<file path="src/rtl/game_controller.sv">
// game_controller: Pong sequencer owning game state, key debounce, scoring and serve/point timing.
module game_controller #(
  parameter int WIN_SCORE       = 7,
  parameter int SERVE_FRAMES    = 60,
  parameter int POINT_FRAMES    = 90,
  parameter int DEBOUNCE_CYCLES = 250000
) (
  input  logic       CLOCK_25,
  input  logic       RESET_N,
  input  logic       key0,
  input  logic       key1,
  input  logic       frame_tick,
  input  logic       miss_p1,
  input  logic       miss_p2,
  output logic       run,
  output logic       ball_reset,
  output logic       serve_left,
  output logic [2:0] score_1,
  output logic [2:0] score_2,
  output logic [1:0] winner,
  output logic [2:0] state,
  output logic [7:0] led
);
  localparam int SF = (SERVE_FRAMES == 0) ? 1 : SERVE_FRAMES;
  localparam int PF = (POINT_FRAMES == 0) ? 1 : POINT_FRAMES;
  localparam int MF = (SF > PF) ? SF : PF;
  localparam int FW = ($clog2(MF + 1) > 8) ? $clog2(MF + 1) : 8;
  localparam int CW = (DEBOUNCE_CYCLES > 1) ? $clog2(DEBOUNCE_CYCLES) : 1;
  localparam logic [2:0] W = 3'(WIN_SCORE);

  typedef enum logic [2:0] {IDLE = 3'd0, SERVE, PLAY, PAUSED, POINT, OVER} state_t;

  logic [1:0] w_key, w_ev;
  assign w_key = {key1, key0};

  // Sync flops reset low so a key held through reset never arms until it is seen released.
  for (genvar k = 0; k < 2; k++) begin : g_key
    logic [1:0]    r_sync;
    logic          r_db, r_db_d, r_arm, r_ev;
    logic [CW-1:0] r_cnt;
    always_ff @(posedge CLOCK_25 or negedge RESET_N) begin
      if (!RESET_N) begin
        r_sync <= 2'b00;
        r_db   <= 1'b1;
        r_db_d <= 1'b1;
        r_arm  <= 1'b0;
        r_ev   <= 1'b0;
        r_cnt  <= '0;
      end else begin
        r_sync <= {r_sync[0], w_key[k]};
        r_db_d <= r_db;
        r_arm  <= r_arm | r_sync[1];
        r_ev   <= r_arm & r_db_d & ~r_db;
        if (r_sync[1] == r_db) r_cnt <= '0;
        else if (r_cnt == CW'(DEBOUNCE_CYCLES - 1)) begin
          r_db  <= r_sync[1];
          r_cnt <= '0;
        end else r_cnt <= r_cnt + 1'b1;
      end
    end
    assign w_ev[k] = r_ev;
  end

  logic          w_pause, w_cont;
  assign w_pause = w_ev[0];
  assign w_cont  = w_ev[1];

  state_t        r_state, w_state, r_resume, w_resume;
  logic [FW-1:0] r_frm, w_frm, w_inc;
  logic [2:0]    r_s1, r_s2, w_s1, w_s2, w_s1n, w_s2n;
  logic [1:0]    r_win, w_win;
  logic          r_sl, w_sl, r_br, w_br, r_run;
  logic [7:0]    r_led;

  always_comb begin
    w_state  = r_state;
    w_resume = r_resume;
    w_frm    = r_frm;
    w_s1     = r_s1;
    w_s2     = r_s2;
    w_win    = r_win;
    w_sl     = r_sl;
    w_br     = 1'b0;
    w_inc    = r_frm + FW'(1);
    w_s1n    = (r_s1 == W) ? r_s1 : r_s1 + {2'b00, miss_p2};
    w_s2n    = (r_s2 == W) ? r_s2 : r_s2 + {2'b00, miss_p1};
    case (r_state)
      IDLE: if (w_cont) begin
        w_state = SERVE;
        w_frm   = '0;
        w_br    = 1'b1;
      end
      SERVE: if (w_pause) begin
        w_state  = PAUSED;
        w_resume = SERVE;
      end else if (frame_tick) begin
        w_frm = w_inc;
        if (w_inc >= FW'(SF)) w_state = PLAY;
      end
      PLAY: if (miss_p1 | miss_p2) begin
        w_s1 = w_s1n;
        w_s2 = w_s2n;
        w_sl = (miss_p1 & ~miss_p2) ? 1'b1 : (miss_p2 & ~miss_p1) ? 1'b0 : r_sl;
        if (w_s1n == W || w_s2n == W) begin
          w_state = OVER;
          w_win   = {w_s2n == W, w_s1n == W};
          w_br    = 1'b1;
        end else begin
          w_state = POINT;
          w_frm   = '0;
        end
      end else if (w_pause) begin
        w_state  = PAUSED;
        w_resume = PLAY;
      end
      PAUSED: if (w_cont) w_state = w_resume;
      POINT: if (frame_tick) begin
        w_frm = w_inc;
        if (w_inc >= FW'(PF)) begin
          w_state = SERVE;
          w_frm   = '0;
          w_br    = 1'b1;
        end
      end
      OVER: if (w_cont) begin
        w_state = IDLE;
        w_s1    = '0;
        w_s2    = '0;
        w_win   = '0;
        w_sl    = 1'b0;
      end
      default: w_state = IDLE;
    endcase
  end

  always_ff @(posedge CLOCK_25 or negedge RESET_N) begin
    if (!RESET_N) begin
      r_state  <= IDLE;
      r_resume <= SERVE;
      r_frm    <= '0;
      r_s1     <= '0;
      r_s2     <= '0;
      r_win    <= '0;
      r_sl     <= 1'b0;
      r_br     <= 1'b0;
      r_run    <= 1'b0;
      r_led    <= 8'h01;
    end else begin
      r_state  <= w_state;
      r_resume <= w_resume;
      r_frm    <= w_frm;
      r_s1     <= w_s1;
      r_s2     <= w_s2;
      r_win    <= w_win;
      r_sl     <= w_sl;
      r_br     <= w_br;
      r_run    <= (w_state == PLAY);
      r_led    <= 8'h01 << w_state;
    end
  end

  assign run        = r_run;
  assign ball_reset = r_br;
  assign serve_left = r_sl;
  assign score_1    = r_s1;
  assign score_2    = r_s2;
  assign winner     = r_win;
  assign state      = r_state;
  assign led        = r_led;
endmodule
</file>
<file path="config.mk">
export PLATFORM = sky130hd
export DESIGN_NAME = game_controller
export DESIGN_NICKNAME = d
export VERILOG_FILES = /design/src/rtl/game_controller.sv
export SDC_FILE = /design/constraint.sdc
export NUM_CORES = 1
export LEC_CHECK = 0
export CAP_MARGIN = 20
export CORE_AREA = 2 2 95 116
export CTS_BUF_LIST = sky130_fd_sc_hd__clkbuf_16
export DETAILED_ROUTE_END_ITERATION = 8
export DIE_AREA = 0 0 97 118
export PLACE_DENSITY = 0.68
export SYNTH_ARGS = -nofsm -noshare
export SYNTH_HDL_FRONTEND = slang
export SYNTH_SLANG_ARGS = --single-unit
</file>
<file path="constraint.sdc">
create_clock -name CLOCK_25 -period 2.8 [get_ports CLOCK_25]
set_input_delay 0.56 -clock CLOCK_25 [delete_from_list [all_inputs] [get_ports CLOCK_25]]
set_output_delay 0.56 -clock CLOCK_25 [all_outputs]
set_load 0.1 [all_outputs]
</file>
==> impl_metrics.csv, run 1 <==
group,metric,value,unit
synth,synthCells,415,
drt,dr.pass1.iters,4,
timing,finalCritPeriodShare,89.8,%
global_route,grt_pass1_vias,3107,
clocking,clkLatencyLatePin,0.34,ns
drt,ant_nets,0,
synth,synth-seq-cells,79,
clocking,htreeDepth,3,
timing,setup_viol_count_final,0,
drt,drt_wl_total,8.13,mm
global_route,antenna_found_initial,0,
clocking,path_clk_slew,0.06,ns
synth,synthFlopType,"dfrtp_1",
drt,drt_iter0_drc,175,
run_status,status,"complete, no violations",
clocking,cts.path.max_buffers,2,
critical_path,end_kind,"register",
timing,post-route-min-period,2.51,ns
critical_path,max_stage_delay,0.43,ns
critical_path,cp.required,3.07,ns
synth,synth_top_cell_by_area,"dfrtp_1",
finish,fillers,964,
critical_path,reg2regPathDepth,6,
synth,ys_seq_area_share,49.0,%
critical_path,cp_max_fo,4,
die,die-area,11400,um2
critical_path,crit_type,"primary input to register",
synth,synth_area_leaders,"dfrtp_1 45%, nor2_1 5.5%, xor2_1 4.3%, nand3_1 4.2%, nand2_1 4.2%",
timing,worst_hold_slack,0.239,ns
timing,max_freq,398,MHz
power_and_ir_drop,p_leak,2.12,nW
clocking,cts_resized,0,
drt,wl_per_cell,13.9,um
placed_design,place_congestion,0.868,
critical_path,path_cells,"clkdlybuf4s50_1 -> ha_1 -> ha_1 -> nand2_1 -> o21ai_0 -> nor2_1 -> o21ai_0 -> a221oi_1 -> buf_4 -> a21oi_1",
clocking,cts.hold.buffers_added,0,
power_and_ir_drop,p_per_area,524,nW/um2
critical_path,start_kind,"primary input",
synth,synth_cell_types,58,
critical_path,path_buf_inv,2,
synth,synth_edf_count,0,
global_route,grt_overflow,0,
finish,nets,465,
drt,drcViolationCount,0,
clocking,clock_sink_count,79,
clocking,postCtsSetupRepairBufs,0,
timing,rsz0062_at_grt,"false",
die,rows,41,
synth,synth-async-reset-ratio,100,%
timing,fin_tns_setup,0,ns
placed_design,portBuffers,28,
synth,synth_top_cell_area_share,45.1,%
die,die_y,118,um
finish,area_growth,17.4,%
synth,synth_warnings,0,
synth,syn_area,4050,um2
die,die_w,97,um
placed_design,hpwl,5.72,mm
synth,syn_avg_cell_area,9.77,um2
drt,viasPerCell,5.29,
clocking,cts_tree,"built",
synth,synth_commonest_cells,"73 x dfrtp_1, 59 x nor2_1, 45 x nand2_1, 34 x nand3_1, 20 x xor2_1",
critical_path,worst-path-stages,10,
drt,vias,3083,
global_route,grt_max_degree,80,
finish,diodes,0,
die,io_pins,29,
timing,relSlewSlack,56.4,%
synth,yosysMostFrequentCell,"dfrtp_1",
job,max-cap-violations,0,
finish,layout-drive-gt1-share,15.4,%
critical_path,arrival,2.78,ns
timing,hold_violations,0,
critical_path,worst_path_max_delay_cell,"clkdlybuf4s50_1",
timing,worst_slew_pin_slew,0.654,ns
clocking,cts_buffers,9,
power_and_ir_drop,vdd_drop_max,329,uV
global_route,grt_pass1_wl,14.5,mm
global_route,grt.total_usage,15.4,%
min_path,hold_class,"primary input to asynchronous set/reset pin",
clocking,cts_root_buf,"clkbuf_16",
placed_design,place_ws,-0.0322,ns
timing,slew_viol_final,0,
critical_path,crit_family,"compound AO/OA/AOI/OAI gates",
critical_path,r2r_slack,0.43,ns
timing,finalWorstSetupSlack,0.286,ns
die,core,10300,um2
power_and_ir_drop,p_total,2.49,mW
die,start_util,39.3,%
timing,final.setup_skew,0.00595,ns
## cell families (layout without fill, tap and decap cells)
kind of cell / count (synthesis) / count (layout) / share of synthesized area, %
buffers and inverters: 23 / 61 / 2.75
multiplexers: 4 / 4 / 1.05
XOR/XNOR: 37 / 37 / 7.99
AO/OA/AOI/OAI: 58 / 58 / 10.9
other: 1 / 2 / 0.0925
flip-flops: 79 / 79 / 49.0
adder cells (fa/ha/maj): 9 / 9 / 2.78
AND/OR/NAND/NOR: 204 / 204 / 25.5
## final timing paths
path	from	to
max in group asynchronous	RESET_N	g_key[0].r_db
worst max register to register	r_frm[1]	r_frm[2]
worst min register to register	g_key[0].r_sync[0]	g_key[0].r_sync[1]
worst max-delay path	miss_p1	led[3]
min in group CLOCK_25	g_key[0].r_sync[0]	g_key[0].r_sync[1]
worst min-delay path	RESET_N	led[3]
## flip-flops by register name, summed over array words and instances (netlist names), 2 cells and up
signal and count:
r_resume 2, score_2 3, winner 2, score_1 3, g_key.r_cnt 36, g_key.r_db_d 2, g_key.r_arm 2, led 7
g_key.r_ev 2, r_frm 8, state 3, g_key.r_sync 4, g_key.r_db 2
## where the power goes
part	leakage (nW)	internal [mW]	switching (mW)
Sequential	1.03	1.15	0.00684
Clock	0.153	0.781	0.473
Combinational	0.936	0.0237	0.0550
Total	2.12	1.96	0.534
## layout make-up
class                      instances  area, um2  area share [%]
inverter                           9       33.8           0.710
tap                              129        161            3.39
clock buffer                       9        225            4.73
sequential                        79       1980            41.7
multi-input combinational        314       1960            41.2
clock inverter                     7       96.3            2.02
timing repair buffer              36        295            6.21
## metal layers
| metal | wire, um | vias to the layer above | global-route usage, % |
|---|---|---|---|
| met3 | 287 | 20 | 3.80 |
| met2 | 4080 | 54 | 24.7 |
| met5 | 0 | - | 0 |
| li1 | - | 1530 | - |
| met4 | 218 | 0 | 8.36 |
| met1 | 3550 | 1479 | 19.1 |
## through the flow
stage                     std cells  cell area (um2)  util (%)
after floorplan                 416             4060         -
after global placement          567             4440      43.0
after detailed placement        567             4440      43.0
after CTS                       583             4760      46.1
after global routing            583             4760      46.1
final                           583             4760      46.1
## layout by cell type, fill, tap and decap left out, types with 2 or more instances in the layout
cell,n
a21oi_1,10
a22o_1,5
a31oi_1,3
and2_1,3
and3_1,11
buf_4,30
bufinv_16,2
clkbuf_16,9
clkdlybuf4s50_1,5
clkinvlp_4,2
conb_1,2
dfrtp_1,73
dfstp_2,6
ha_1,9
inv_1,10
mux2_2,2
mux2i_1,2
nand2_1,45
nand2b_1,5
nand3_1,34
nand3b_1,3
nand4_1,7
nand4b_1,5
nor2_1,59
nor2b_1,5
nor3_1,6
nor3_2,4
nor4_1,3
nor4b_1,2
o211ai_1,3
o21a_1,2
o21ai_0,14
o22ai_1,3
o311ai_1,2
or2_2,3
or3_1,5
xnor2_1,17
xor2_1,20
Note: power is estimated with default switching activity, not from simulation.
==> run 2, diff against run 1 <==
CTS_BUF_LIST = sky130_fd_sc_hd__clkbuf_8 sky130_fd_sc_hd__clkbuf_16   (was sky130_fd_sc_hd__clkbuf_16)
CTS_CLUSTER_DIAMETER = 150   (was default)
==> results of run 2 <==
The final DEF is identical to that of run 1; final timing and power are the same.
==> run 3, diff against run 2 <==
SKIP_CTS_REPAIR_TIMING = 1   (was default)
SLEW_MARGIN = 20   (was default)
==> results of run 3 <==
The final DEF is identical to that of run 1; final timing and power are the same.
